==> config.mk <==
export PLATFORM = sky130hd
export DESIGN_NAME = plab1_imul_int_mul_param_var_lat
export DESIGN_NICKNAME = d
export VERILOG_FILES = /design/src/rtl/plab1_imul_pkg.sv /design/src/rtl/plab1_imul_count_tz.sv /design/src/rtl/plab1_imul_int_mul_param_var_lat.sv
export SDC_FILE = /design/constraint.sdc
export NUM_CORES = 1
export LEC_CHECK = 0
export ABC_AREA = 1
export CAP_MARGIN = 20
export CORE_UTILIZATION = 40
export CTS_CLUSTER_DIAMETER = 40
export CTS_CLUSTER_SIZE = 8
export DETAILED_ROUTE_END_ITERATION = 7
export PLACE_DENSITY = 0.56
export SYNTH_ARGS = -nofsm -noshare
export SYNTH_HDL_FRONTEND = slang
export SYNTH_HIERARCHICAL = 1
export SYNTH_SLANG_ARGS = --single-unit
==> constraint.sdc <==
create_clock -name clk -period 4.2 [get_ports clk]
set_input_delay 0.84 -clock clk [delete_from_list [all_inputs] [get_ports clk]]
set_output_delay 0.84 -clock clk [all_outputs]
set_load 0.01 [all_outputs]
==> src/rtl/plab1_imul_pkg.sv <==
// Shared definitions for the variable-latency imul unit: request message
// layout, function codes and the multiplier FSM states.
package plab1_imul_pkg;

    typedef enum logic [1:0] {
        FnMul   = 2'b00,
        FnMulh  = 2'b01,
        FnMulhu = 2'b10,
        FnRsvd  = 2'b11
    } func_e;

    typedef enum logic [1:0] {
        StIdle = 2'd0,
        StCalc = 2'd1,
        StSign = 2'd2,
        StDone = 2'd3
    } state_e;

    // Request message is {func[1:0], a[nbits-1:0], b[nbits-1:0]}.
    function automatic int unsigned req_msg_nbits(input int unsigned nbits);
        return 2 * nbits + 2;
    endfunction

    function automatic int unsigned tz_nbits(input int unsigned skip);
        return $clog2(skip + 1);
    endfunction

endpackage

==> src/rtl/plab1_imul_count_tz.sv <==
// Trailing-zero counter over a p_skip-bit window; saturates at p_skip when the
// whole window is zero.
module plab1_imul_count_tz #(
    parameter int unsigned p_skip = 8
) (
    input  logic [p_skip-1:0]             b_i,
    output logic [$clog2(p_skip+1)-1:0]   z_o
);

    localparam int unsigned ZW = $clog2(p_skip + 1);

    always_comb begin
        z_o = ZW'(p_skip);
        // Scan from the top so the lowest set bit wins.
        for (int i = int'(p_skip) - 1; i >= 0; i--) begin
            if (b_i[i]) z_o = ZW'(i);
        end
    end

endmodule

==> src/rtl/plab1_imul_int_mul_param_var_lat.sv <==
// Iterative zero-skipping shift-add multiplier with MUL/MULH/MULHU modes
// behind val/rdy request and response interfaces.
module plab1_imul_int_mul_param_var_lat
    import plab1_imul_pkg::*;
#(
    parameter int unsigned p_nbits = 32,
    parameter int unsigned p_skip  = 8
) (
    input  logic                 clk,
    input  logic                 reset,
    input  logic                 domain,
    input  logic                 in_val,
    output logic                 in_rdy,
    input  logic [2*p_nbits+1:0] in_msg,
    output logic                 out_val,
    input  logic                 out_rdy,
    output logic [p_nbits-1:0]   out_msg
);

    localparam int unsigned MsgW = req_msg_nbits(p_nbits);
    localparam int unsigned ZW   = tz_nbits(p_skip);
    localparam int unsigned W2   = 2 * p_nbits;

    // The domain label is carried by the whole instance; no logic depends on it.
    logic unused_domain;
    assign unused_domain = domain;

    // Request unpack
    func_e              req_func;
    logic [p_nbits-1:0] req_a;
    logic [p_nbits-1:0] req_b;

    assign req_func = func_e'(in_msg[MsgW-1 -: 2]);
    assign req_a    = in_msg[W2-1 -: p_nbits];
    assign req_b    = in_msg[p_nbits-1:0];

    state_e             state_q, state_d;
    logic [W2-1:0]      a_q;
    logic [p_nbits-1:0] b_q;
    logic [W2-1:0]      acc_q;
    logic               neg_q;
    func_e              func_q;
    logic [p_nbits-1:0] result_q;

    // Datapath combinational terms
    logic [ZW-1:0]      z;
    logic [p_nbits-1:0] b_shift, b_next;
    logic [W2-1:0]      a_shift, a_next, acc_sum, acc_fin;
    logic [p_nbits-1:0] a_abs, b_abs;
    logic               is_mulh;

    plab1_imul_count_tz #(
        .p_skip (p_skip)
    ) u_count_tz (
        .b_i (b_q[p_skip-1:0]),
        .z_o (z)
    );

    assign is_mulh = (req_func == FnMulh);
    assign a_abs   = (is_mulh && req_a[p_nbits-1]) ? -req_a : req_a;
    assign b_abs   = (is_mulh && req_b[p_nbits-1]) ? -req_b : req_b;

    assign b_shift = b_q >> z;
    assign b_next  = b_shift >> 1;
    assign a_shift = a_q << z;
    assign a_next  = a_shift << 1;
    assign acc_sum = b_shift[0] ? acc_q + a_shift : acc_q;
    assign acc_fin = neg_q ? -acc_q : acc_q;

    // Control: next state and handshake outputs
    always_comb begin
        state_d = state_q;
        in_rdy  = 1'b0;
        out_val = 1'b0;
        unique case (state_q)
            StIdle: begin
                in_rdy = 1'b1;
                if (in_val) state_d = StCalc;
            end
            StCalc: if (b_next == '0) state_d = StSign;
            StSign: state_d = StDone;
            StDone: begin
                out_val = 1'b1;
                if (out_rdy) state_d = StIdle;
            end
            default: state_d = StIdle;
        endcase
    end

    always_ff @(posedge clk) begin
        if (reset) state_q <= StIdle;
        else       state_q <= state_d;
    end

    always_ff @(posedge clk) begin
        if (reset) begin
            a_q      <= '0;
            b_q      <= '0;
            acc_q    <= '0;
            neg_q    <= 1'b0;
            func_q   <= FnMul;
            result_q <= '0;
        end else begin
            unique case (state_q)
                StIdle: begin
                    if (in_val) begin
                        a_q    <= {{p_nbits{1'b0}}, a_abs};
                        b_q    <= b_abs;
                        acc_q  <= '0;
                        neg_q  <= is_mulh & (req_a[p_nbits-1] ^ req_b[p_nbits-1]);
                        func_q <= req_func;
                    end
                end
                StCalc: begin
                    acc_q <= acc_sum;
                    a_q   <= a_next;
                    b_q   <= b_next;
                end
                StSign: begin
                    acc_q    <= acc_fin;
                    result_q <= (func_q == FnMulh || func_q == FnMulhu) ?
                                acc_fin[W2-1:p_nbits] : acc_fin[p_nbits-1:0];
                end
                default: ;
            endcase
        end
    end

    assign out_msg = result_q;

    always_ff @(posedge clk) begin
        if (!reset) begin
            assert (!$isunknown({in_val, in_rdy, out_val, out_rdy}))
                else $error("imul ctrl handshake signal is X");
        end
    end

endmodule
==> key figures <==
Drt
  • ANT nets after route: 0
  • Routed length per placed instance: 18.8 microns
  • Iteration count of the initial detailed-routing pass: 8
  • Final WL: ~97000 microns
  • DRC viols: 0
  • Total number of vias: around 28000
  • Via/cell ratio: 5.38
  • Detailed router's first-iteration violation count: 2822

Die
  • Initial core utilization: 40.6%
  • Die area: 56900 sq um
  • Die height: 239 microns
  • Width of the chip: 239 microns
  • Cell row count: 86
  • Core area: 55200 sq um
  • I/O pins: 105

Timing
  • RSZ-0062 raised after global routing: yes
  • # setup viols final: 0
  • Least-Margin Pin Slew: between 0.9 and 1 ns
  • Min Tclk post-route: 4.06 ns
  • Final Max Tran Viols: 0
  • Final worst-path setup slack: 0.140 ns
  • Hold Vio Cnt, Final: 0
  • Peak Freq: 246 MHz
  • Final Cycle Share: 96.7%
  • Clock skew: 0.0244 ns
  • Slew margin rel.: 34.2%

Worst setup path
  • Worst EP required: 4.66 ns
  • Worst setup path class: register to register
  • R2R cell count: 33
  • Startpoint types: register
  • Worst reg2reg setup slack: 0.14 ns
  • CP bufs+invs: 7
  • CP Max Fanout: 12
  • Worst EP arrival: 4.52 ns
  • Delay-heaviest family, CP: simple AND/OR/NAND/NOR gates
  • RR Endpoint: acc_q[55]
  • Peak per-stage delay on the critical path: 0.36 ns
  • Slowest-stage cell, CP: dfxtp_1
  • Worst Setup End Kind: register
  • Crit-path most repeated cell: nand2_1
  • Worst r2r src: b_q[7]

Global route
  • Grt ovf: 0
  • First-pass GRT wire length: around 150000 microns
  • Vias in the first global route: about 24000
  • Initial antenna violation count: 9
  • Largest net degree at the start of global routing: 127
  • Total GRT Usage: approximately a third

Synth
  • #FFs+latches synth: 197
  • Synthesized Nets: 4352
  • Asr flop ratio synth: 0%
  • Post-Syn Area per Cell: between 5 and 6 sq um
  • Post-Synthesis Cells: 4210
  • Synth cell types: 58
  • Post-synth EDFFs: 0
  • Top_reg_cell synth: dfxtp_1
  • Post-synthesis xor/xnor area fraction: 2.74%
  • Cell area after synthesis: 22400 sq um
  • Synth warn: 6
  • Post-synthesis sequential area ratio: 17.6%
  • Largest family of logic cells by synthesized area: simple AND/OR/NAND/NOR gates
  • Simple-Gate Fraction of Synth Area: between 40% and 50%
  • Synth Area in Compound Gates: 16.5%
  • Adder-cell area share of the yosys netlist: 4.00%
  • Mux contribution to synthesized area: 0.447%

Outcome
  • Status: finished, final reports clean

Cells and area
  • Fillers: 6131
  • Most frequent cells in the layout: nand2_1, nand3_1, inv_1, a21oi_1, nor2_1
  • Multi-input logic area: 16800 sq um
  • Layout net count: 4527
  • FF+latch area: just under 4000 sq um
  • Share of post-route cells with drive strength above 1: 12.6%
  • Area Overhead vs Synth: 21.3%
  • Commonest non-fill, non-tap cell in the layout: nand2_1
  • Finished layout cell area: 27200 sq um

Placed design
  • RePlAce Congestion: 1.01
  • Buffers on Ports: 103
  • DP HPWL: 74600 microns
  • Post-DP Area: 25200 sq um
  • Dpl ws: -0.330 ns

CTS
  • Worst skew pair latency: between 0.5 and 0.6 ns
  • H-tree depth: 4
  • CTS buffer count: 17
  • Clock transition at path regs: roughly 0.09 ns
  • Root buffer cell: clkbuf_16
  • CTS tree: yes
  • Clock Tree Buf Depth: 2
  • Clk sinks: 197

Hold path
  • Hold path endpoint: a_q[59]
  • Hold Startpoint: a_q[59]
  • Hold Path Depth: 2
  • Hold Path Class: register to register

Job
  • Max-cap violations: 0
[registers in the layout (all words and copies together), names as in the netlist]
register  count
b_q          32
state_q       2
a_q          64
func_q        2
acc_q        64
out_msg      32
neg_q         1
[tightest hold or removal path, stage by stage, from the launching register on]
cell	delay [ns]
dfxtp_1	0.32
nand2_1	0.06
a21oi_1	0.05
[logic make-up after synthesis]
kind of cell | Yosys count
and+or+nand+nor | 2515
AOI/OAI and AO/OA | 693
buffers and inverters | 654
DFF | 197
adders and majority gates | 71
xor gates and xnor gates | 70
muxes | 10
[layer usage]
layer | global-route usage [%] | share of wire [%] | vias up
li1 | - | - | 14000
met1 | 43.9 | 43 | 12600
met2 | 54.4 | 46 | 1010
met3 | 7.45 | 8.3 | 127
met4 | 8.53 | 2.6 | 14
met5 | 0 | 0.087 | -
[worst max-delay path by stage]
stage	from	endpoint	slack (ns)	cells after the start
6_report	b_q[7]	acc_q[55]	0.14	33
5_1_grt	b_q[6]	acc_q[39]	-0.1	32
4_1_cts	b_q[6]	acc_q[49]	-0.02	32
3_5_place_dp	b_q[6]	acc_q[39]	-0.33	28
3_3_place_gp	b_q[6]	acc_q[36]	-0.36	26
2_1_floorplan	b_q[5]	acc_q[62]	0.76	31
[cells in the mapped netlist, drive strengths merged (2+ instances only)]
cell type	instances	area, sq um
o21ai	261	1310
nand3b	21	158
a21oi	343	1720
mux2i	10	100
nor3	36	190
inv	461	1740
buf	97	643
dfxtp	197	3940
a211oi	2	15.0
nand4	39	259
or2	13	83.8
a21o	3	22.5
ha	70	876
o21a	9	67.6
o21bai	11	82.6
nor2	327	1280
nor4	6	43.8
and2	4	25.0
o31ai	2	15.0
nand3	465	2330
clkbuf	93	349
clkinv	3	11.3
xnor2	17	149
a22oi	3	22.5
a31oi	10	62.6
o211ai	31	238
nand2	1603	6020
a21boi	4	30.0
xor2	53	464
o221ai	5	43.8
o22ai	5	31.3
[layout make-up]
type | count | share of cell area [%]
multi-input combinational | 3359 | 61.8
sequential | 197 | 14.5
timing repair buffer | 346 | 11.5
inverter | 464 | 6.47
tap | 748 | 3.45
clock buffer | 17 | 1.57
clock inverter | 15 | 0.677
antenna | 2 | 0.0184
[stage by stage]
stage	instances	hold slack, ns	util (%)	setup TNS, ns
4_1_cts	5121	0.470	46.8	-0.0172
6_report	5148	0.468	49.2	0
2_1_floorplan	4210	0.445	-	0
3_5_place_dp	5089	0.456	45.7	-9.11
5_1_grt	5148	0.489	49.2	-1.12
3_3_place_gp	5089	0.452	45.7	-11.00
[timing repair]
item | in CTS | in global routing
resized for setup | 12 | 318
setup buffers | 0 | 20
endpoints found under the setup margin | 51 | 53
hold buffers | 0 | 0
pin swaps | 1 | 31
gates cloned | 0 | 5
Power is not shown: default switching activity piles up to over one toggle a cycle in this logic, so the estimate is an artifact.
